==> config.mk <==
export PLATFORM = sky130hd
export DESIGN_NAME = demosaic_mul_arbiter
export DESIGN_NICKNAME = d
export VERILOG_FILES = /design/src/rtl/demosaic_mul_arb_pkg.sv /design/src/rtl/demosaic_mul_pipe.sv /design/src/rtl/demosaic_mul_arbiter.sv
export SDC_FILE = /design/constraint.sdc
export NUM_CORES = 1
export LEC_CHECK = 0
export ABC_AREA = 0
export CAP_MARGIN = 30
export CORE_UTILIZATION = 55
export CTS_CLUSTER_DIAMETER = 30
export CTS_CLUSTER_SIZE = 12
export DETAILED_ROUTE_END_ITERATION = 12
export GPL_TIMING_DRIVEN = 1
export HOLD_SLACK_MARGIN = 0.03
export PLACE_DENSITY = 0.83
export REMOVE_ABC_BUFFERS = 1
export SLEW_MARGIN = 40
export SYNTH_ARGS = -nofsm -noshare
export SYNTH_HDL_FRONTEND = slang
export SYNTH_HIERARCHICAL = 1
export SYNTH_SLANG_ARGS = --single-unit
==> constraint.sdc <==
create_clock -name ap_clk -period 7.3 [get_ports ap_clk]
set_input_delay 0.73 -clock ap_clk [delete_from_list [all_inputs] [get_ports ap_clk]]
set_output_delay 0.73 -clock ap_clk [all_outputs]
set_load 0.05 [all_outputs]
==> src/rtl/demosaic_mul_arb_pkg.sv <==
// Shared widths, defaults and helpers for the demosaic multiplier arbiter.
// Product range limits describe the exact signed x unsigned output span.
package demosaic_mul_arb_pkg;

  localparam int DEF_NUM_REQ    = 4;
  localparam int DEF_A_WIDTH    = 9;
  localparam int DEF_B_WIDTH    = 18;
  localparam int DEF_P_WIDTH    = DEF_A_WIDTH + DEF_B_WIDTH;
  localparam int DEF_MUL_STAGES = 2;
  localparam int DEF_ID_WIDTH   = 2;

  localparam int MAX_REQ = 8;

  // Extremes: -256 * 262143 and 255 * 262143.
  localparam logic signed [DEF_P_WIDTH-1:0] P_MIN = -27'sd67108608;
  localparam logic signed [DEF_P_WIDTH-1:0] P_MAX = 27'sd66846465;

  function automatic int onehot_to_idx(input logic [MAX_REQ-1:0] oh);
    int idx;
    idx = 0;
    for (int i = 0; i < MAX_REQ; i++) begin
      if (oh[i]) idx = idx | i;
    end
    return idx;
  endfunction

endpackage

==> src/rtl/demosaic_mul_pipe.sv <==
// MUL_STAGES-deep signed x unsigned multiplier with valid/id sideband, advanced by adv.
// Latency MUL_STAGES; adv=0 freezes every stage so a held output stays stable.
module demosaic_mul_pipe
  import demosaic_mul_arb_pkg::*;
#(
  parameter int A_WIDTH    = DEF_A_WIDTH,
  parameter int B_WIDTH    = DEF_B_WIDTH,
  parameter int P_WIDTH    = DEF_P_WIDTH,
  parameter int MUL_STAGES = DEF_MUL_STAGES,
  parameter int ID_WIDTH   = DEF_ID_WIDTH
) (
  input  logic                clk,
  input  logic                rst_n,
  input  logic                adv,
  input  logic                in_vld,
  input  logic [A_WIDTH-1:0]  in_a,
  input  logic [B_WIDTH-1:0]  in_b,
  input  logic [ID_WIDTH-1:0] in_id,
  output logic                out_vld,
  output logic [ID_WIDTH-1:0] out_id,
  output logic [P_WIDTH-1:0]  out_p,
  output logic                busy
);

  function automatic logic signed [P_WIDTH-1:0] mul(input logic [A_WIDTH-1:0] a,
                                                   input logic [B_WIDTH-1:0] b);
    logic signed [P_WIDTH-1:0] ax;
    logic signed [P_WIDTH-1:0] bx;
    ax = P_WIDTH'($signed(a));
    bx = P_WIDTH'($signed({1'b0, b}));
    return ax * bx;
  endfunction

  logic [MUL_STAGES-1:0] vld_q, vld_d;
  logic [ID_WIDTH-1:0]   id_q [MUL_STAGES];
  logic [ID_WIDTH-1:0]   id_d [MUL_STAGES];

  always_comb begin
    vld_d = vld_q;
    id_d  = id_q;
    if (adv) begin
      vld_d[0] = in_vld;
      id_d[0]  = in_id;
      for (int s = 1; s < MUL_STAGES; s++) begin
        vld_d[s] = vld_q[s-1];
        id_d[s]  = id_q[s-1];
      end
    end
  end

  // Only valid bits and the visible output stage are cleared; inner data is don't-care.
  always_ff @(posedge clk) begin
    id_q <= id_d;
    if (!rst_n) begin
      vld_q              <= '0;
      id_q[MUL_STAGES-1] <= '0;
    end else begin
      vld_q <= vld_d;
    end
  end

  generate
    if (MUL_STAGES == 1) begin : g_direct
      logic signed [P_WIDTH-1:0] p_q, p_d;

      always_comb begin
        p_d = p_q;
        if (adv) p_d = mul(in_a, in_b);
      end

      always_ff @(posedge clk) begin
        if (!rst_n) p_q <= '0;
        else        p_q <= p_d;
      end

      assign out_p = p_q;
    end else begin : g_staged
      logic [A_WIDTH-1:0]        a_q, a_d;
      logic [B_WIDTH-1:0]        b_q, b_d;
      logic signed [P_WIDTH-1:0] p_q [MUL_STAGES-1];
      logic signed [P_WIDTH-1:0] p_d [MUL_STAGES-1];

      always_comb begin
        a_d = a_q;
        b_d = b_q;
        p_d = p_q;
        if (adv) begin
          a_d    = in_a;
          b_d    = in_b;
          p_d[0] = mul(a_q, b_q);
          for (int s = 1; s < MUL_STAGES - 1; s++) p_d[s] = p_q[s-1];
        end
      end

      always_ff @(posedge clk) begin
        a_q <= a_d;
        b_q <= b_d;
        p_q <= p_d;
        if (!rst_n) p_q[MUL_STAGES-2] <= '0;
      end

      assign out_p = p_q[MUL_STAGES-2];
    end
  endgenerate

  assign out_vld = vld_q[MUL_STAGES-1];
  assign out_id  = id_q[MUL_STAGES-1];
  assign busy    = |vld_q;

endmodule

==> src/rtl/demosaic_mul_arbiter.sv <==
// Round-robin arbiter sharing one signed x unsigned multiplier among NUM_REQ requesters.
// Result MUL_STAGES cycles after accept; a held result freezes the pipe and drops all req_ready.
module demosaic_mul_arbiter
  import demosaic_mul_arb_pkg::*;
#(
  parameter int NUM_REQ    = DEF_NUM_REQ,
  parameter int A_WIDTH    = DEF_A_WIDTH,
  parameter int B_WIDTH    = DEF_B_WIDTH,
  parameter int P_WIDTH    = DEF_P_WIDTH,
  parameter int MUL_STAGES = DEF_MUL_STAGES,
  parameter int ID_WIDTH   = DEF_ID_WIDTH
) (
  input  logic                       ap_clk,
  input  logic                       ap_rst_n,
  input  logic [NUM_REQ-1:0]         req_valid,
  output logic [NUM_REQ-1:0]         req_ready,
  input  logic [NUM_REQ*A_WIDTH-1:0] req_a,
  input  logic [NUM_REQ*B_WIDTH-1:0] req_b,
  output logic                       res_valid,
  input  logic                       res_ready,
  output logic [ID_WIDTH-1:0]        res_id,
  output logic [P_WIDTH-1:0]         res_p,
  output logic                       busy
);

  logic                adv;
  logic                accept;
  logic [ID_WIDTH-1:0] ptr_q, ptr_d;
  logic [ID_WIDTH-1:0] grant_idx;
  logic [NUM_REQ-1:0]  grant_oh;
  logic [MAX_REQ-1:0]  grant_ext;
  logic [A_WIDTH-1:0]  sel_a;
  logic [B_WIDTH-1:0]  sel_b;

  assign adv = !(res_valid && !res_ready);

  // Search starts just past the last winner so every active requester gets a turn.
  always_comb begin
    logic found;
    int   cand;
    grant_oh = '0;
    found    = 1'b0;
    cand     = 0;
    for (int k = 1; k <= NUM_REQ; k++) begin
      cand = int'(ptr_q) + k;
      if (cand >= NUM_REQ) cand -= NUM_REQ;
      if (!found && req_valid[cand]) begin
        grant_oh[cand] = 1'b1;
        found          = 1'b1;
      end
    end
  end

  always_comb begin
    grant_ext                = '0;
    grant_ext[NUM_REQ-1:0]   = grant_oh;
    grant_idx                = ID_WIDTH'(onehot_to_idx(grant_ext));
    req_ready                = adv ? grant_oh : '0;
    accept                   = |(req_valid & req_ready);
    sel_a                    = req_a[int'(grant_idx)*A_WIDTH +: A_WIDTH];
    sel_b                    = req_b[int'(grant_idx)*B_WIDTH +: B_WIDTH];
    ptr_d                    = ptr_q;
    if (accept) ptr_d = grant_idx;
  end

  always_ff @(posedge ap_clk) begin
    if (!ap_rst_n) ptr_q <= ID_WIDTH'(NUM_REQ - 1);
    else           ptr_q <= ptr_d;
  end

  demosaic_mul_pipe #(
    .A_WIDTH    (A_WIDTH),
    .B_WIDTH    (B_WIDTH),
    .P_WIDTH    (P_WIDTH),
    .MUL_STAGES (MUL_STAGES),
    .ID_WIDTH   (ID_WIDTH)
  ) u_pipe (
    .clk     (ap_clk),
    .rst_n   (ap_rst_n),
    .adv     (adv),
    .in_vld  (accept),
    .in_a    (sel_a),
    .in_b    (sel_b),
    .in_id   (grant_idx),
    .out_vld (res_valid),
    .out_id  (res_id),
    .out_p   (res_p),
    .busy    (busy)
  );

endmodule

Word level (Yosys, flattened, before mapping). Index checks and enable logic that the tools add are counted.

Register bits after elaboration: 62. Bits in writable memories: 0. Memory bits (read-only): 0. Bits of input ports: 115. Latch bits: 0. Memories kept: 0.

Add/subtract/negate cells: 8. Eq/ne operators: 0. Order comparisons: 12. Div/mod/pow operators: 0. Muxes and demuxes: 35. Shifts and indexed selects: 2. Reductions and logical operators: 14. $mul: 3. Bitwise logic cells: 4.

Operator list (number): 32-bit by 1-bit >= comparator with 1-bit output, second input constant (4); 32-bit by 4-bit less-than comparator with 1-bit output, second input constant (4); 32-bit two-way mux (4); 72-bit by 8-bit indexed part select with 18-bit output (1); 36-bit by 7-bit indexed part select with 9-bit output (1); 9-bit by 19-bit multiplier with 27-bit output (1); 4-bit two-way mux (5); 1-bit two-way mux (16); 2-bit by 4-bit multiplier with 6-bit output, second input constant (2); 4-bit OR (3); 3-bit by 3-bit subtractor with 4-bit output, second input constant (3); 3-bit >= comparator, second input constant (3); 1-bit binary-select mux with 2-bit select (4); 1-bit demux with 2-bit select (4); 1-bit logical AND (8); 2-bit by 2-bit adder with 3-bit output, second input constant (2); 4-bit by 3-bit subtractor with 5-bit output, second input constant (1); 2-bit by 3-bit adder with 4-bit output, second input constant (1); 4-bit bitwise AND (1); 4-bit by 3-bit >= comparator with 1-bit output, second input constant (1); 1-bit logical NOT (4); 2-bit two-way mux (2); 4-bit OR reduction (1); 2-bit by 1-bit adder with 3-bit output, second input constant (1); 2-bit OR reduction (1).

Longest topological paths before layout.
Word-level depth: 21. Gate-level depth with buffers: 21. Depth with buffers taken out: 18.

Cells and area by module. Netlist, hierarchy kept.

Modules (own cells, without submodules): demosaic_mul_pipe (area an instance 7141.8 µm², instances 1, cells each 698); demosaic_mul_arbiter (area an instance 1470.2 µm², instances 1, cells each 184).

Least setup slack after synthesis. Ideal clock, no wire load.

Path kind: register -> register. Start: register u_pipe.g_staged.a_q[2]. End: register u_pipe.g_staged.p_q (netlist bit u_pipe/out_p[21]). Data required time: 7.179 ns. Library setup time: 0.121 ns. Slack: 2.156 ns. Stages on the path, launching flop included: 18. Data arrival time: 5.022 ns. Path buffers: 2. Path through: edfxtp_1 clkbuf_1 clkbuf_1 nand2_1 fa_1 inv_1 fa_1 fa_1 fa_1 fa_1 ha_1 and3_1 a221oi_2 o21ai_2 a311oi_2 o31ai_1 xnor2_1 o21ai_1.

Longest elaborated chain between the ends: 1.

RTL lines: start: declaration (RTL line demosaic_mul_pipe.sv:78) `logic [A_WIDTH-1:0] a_q, a_d;`; start signal: assignment (RTL line demosaic_mul_pipe.sv:96) `a_q <= a_d;`; 9-bit by 19-bit multiplier with 27-bit output (RTL line demosaic_mul_pipe.sv:31) `return ax * bx;`; end signal: assignment (RTL line demosaic_mul_pipe.sv:98) `p_q <= p_d;`; end: declaration (RTL line demosaic_mul_pipe.sv:80) `logic signed [P_WIDTH-1:0] p_q [MUL_STAGES-1];`.

Every way passes these cells. A chain may end at the register's enable or synchronous reset.

Final worst setup path.
Start: register u_pipe.g_staged.a_q[8]. End: register u_pipe.g_staged.p_q (netlist bit u_pipe/out_p[23]).

The elaborated chain is that of the path after synthesis.

==> impl_results.md <==
* FP Rows at 45
* First-pass GRT wire length at 34560 µm
* WS Path Type: flop to flop
* Final worst path period share at 0.7523
* Crit-path slowest cell: edfxtp_1
* Resize count post-CTS at 0
* Initial DRC count at 401
* Die area at 16160 µm²
* Biggest area consumer among synthesized cells: fa_1
* CP delay by family, top: adder cells
* Min Tclk post-route at 5.492 ns
* Initial antenna violation count at 0
* Clock skew at 0.007622 ns
* TritonCTS clock tree: yes
* Gpl congestion at 0.8968
* Seq/Total Area, Yosys at 0.1778
* H-tree depth at 3
* Root buf cell: clkbuf_16
* Clock Path Buffers at 2
* Yosys Warn Count at 6
* Remaining Overflow, GRT at 0
* Clock transition at path regs at 0.05 ns
* Unrepaired setup endpoints after global routing: false
* Final hold slack at 0.4480 ns
* CP max stage delay at 0.82 ns
* Skew-Pair Late Insertion Delay at 0.34 ns
* Final HPWL DP at 15730 µm
* Die width at 127.1 µm
* Post-CTS Hold Buffers at 0
* Share of post-route cells with drive strength above 1 at 0.04344
* Most common cell on crit path: fa_1
* CP endpoint kind: flop
* Vias at 6791
* Synth top area cells: fa_1 (26%), ha_1 (11%), edfxtp_1 (10%)
* Crit-path max FO at 20
* Yosys top cell area share at 0.2627
* Height of the die at 127.1 µm
* Core Box Area at 15260 µm²
* Post-CTS setup buffer count at 0
* Buf+Inv Stages, Crit Path at 1
* Initial Utilization at 0.5644
* Largest net degree at the start of global routing at 47
* Max-cap violations at 0
* Max Fclk at 182.1 MHz
* WL final at 20000 µm
* Ys flop type: dfxtp_1
* Final setup vio count at 0
* Cell area after synthesis at 8612 µm²
* Number of synthesized flops with an enable pin at 29
* Syn avg cell area at 9.764 µm²
* Vias per std cell at 5.548
* WL per Instance at 16.34 µm
* I/O Pins at 150
* Fin Setup TNS at 0 ns
* Yosys cell types at 67
* Yosys reg bits at 62
* Worst EP required at 7.51 ns
* Commonest non-fill, non-tap cell in the layout: clkdlybuf4s50_1
* Area growth from synthesis to layout at 21.18%
* DRC at 0
* Diodes inserted at 0
* CTS buffer count at 9
* DRT Pass-1 Iters at 6
* Fin. Hold Viols at 0
* Input/output buffers at 149
* NumNets Final at 1313
* Slew @ Worst Pin at 0.7304 ns
* GRT Overall Usage at 0.2701
* Cells after Synth at 882
* Vias in the first global route at 7260
* DRT antenna net count at 0
* Setup crit start kind: flop
* Min-Delay Path Class: flop to flop
* Clk sinks at 62
* Cell chain of the critical path: nand2b_1 -> fa_1 -> fa_1 -> inv_1 -> fa_1 -> fa_1 -> fa_1 -> ha_1 -> and3_1 -> a221oi_2 -> o21ai_2 -> a31oi_1 -> o21ai_1 -> nand4b_1 -> o211ai_1
* Status: complete, no violations
* Most frequent cells in the layout: clkdlybuf4s50_1 (149), inv_1 (137), fa_1 (113)
* Arr. time, crit path at 5.70 ns
* Fin. max-slew vios at 0
* Max-slew headroom at 0.5131
* Async SR Flop Fraction at 0
-- Yosys cell counts (all sizes together), types with 2 or more instances --
master	instances
a31oi	3
edfxtp	29
nand2b	6
a21o	9
o2111ai	2
xnor2	12
and3	3
nor2	12
ha	77
or2	3
buf	17
nor2b	42
dfxtp	33
xor2	7
mux2i	47
o211a	2
a21oi	25
nand2	95
and2	83
o311ai	2
fa	113
nand3	6
o21ai	17
inv	139
o31ai	2
mux4	4
nand3b	3
a211oi	4
clkbuf	23
a222oi	27
a311oi	3
nand4	3
nor3	4
o211ai	5
a2bb2oi	3
o21bai	2
a21boi	2
o21a	3
-- flip-flops by register name, indices dropped and copies added (netlist names) --
register / cells
u_pipe/out_id: 2
ptr_q: 2
u_pipe/g_staged.b_q: 18
u_pipe/g_staged.a_q: 9
u_pipe/id_q: 2
u_pipe/vld_q: 2
u_pipe/out_p: 27
-- worst min-delay path, stage by stage (launching register included) --
cell and delay (ns):
dfxtp_1 0.30, nand2_1 0.05, o21ai_1 0.05
-- worst paths after layout --
path,startpoint,endpoint,slack [ns],depth (start not counted)
worst max-delay path,u_pipe/g_staged.a_q[8],u_pipe/out_p[23],1.81,15
worst min-delay path,u_pipe/out_p[26],u_pipe/out_p[26],0.45,2
worst max register to register,u_pipe/g_staged.a_q[8],u_pipe/out_p[23],1.81,15
worst min register to register,u_pipe/out_p[26],u_pipe/out_p[26],0.45,2
-- layout make-up --
class / count / area (µm²)
clock inverter: 4 / 46.29
clock buffer: 12 / 236.5
multi-input combinational: 641 / 6287
sequential: 62 / 1531
fill: 1176 / 4822
inverter: 139 / 521.8
tap: 211 / 264.0
timing repair buffer: 155 / 1549
-- stage by stage --
step	std cells	cell area, µm²	setup WS [ns]	util
after detailed placement	1208	10150	1.825	0.6654
after CTS	1224	10440	1.799	0.6840
after global routing	1224	10440	1.445	0.6840
final	1224	10440	1.808	0.6840
after floorplan	842	8339	2.304	-
after global placement	1206	10130	1.859	0.6636
-- logic make-up after synthesis --
group,count (synthesis),synth area share
flops,62,0.1778
compound gates,115,0.1018
mux,52,0.06640
simple gates,265,0.1678
xor+xnor,19,0.01932
fa+ha+maj,190,0.3745
buf+inv,179,0.09226
-- per-layer routing --
metal  GRT usage  up-vias  wire length (µm)
met4     0.07213        0               332
met5           0        -                 0
met2      0.4796      204             10350
met3     0.05486       34               969
li1            -     3172                 -
met1      0.3350     3381              8349
Power is not shown: default switching activity piles up to over one toggle a cycle in this logic, so the estimate is an artifact.
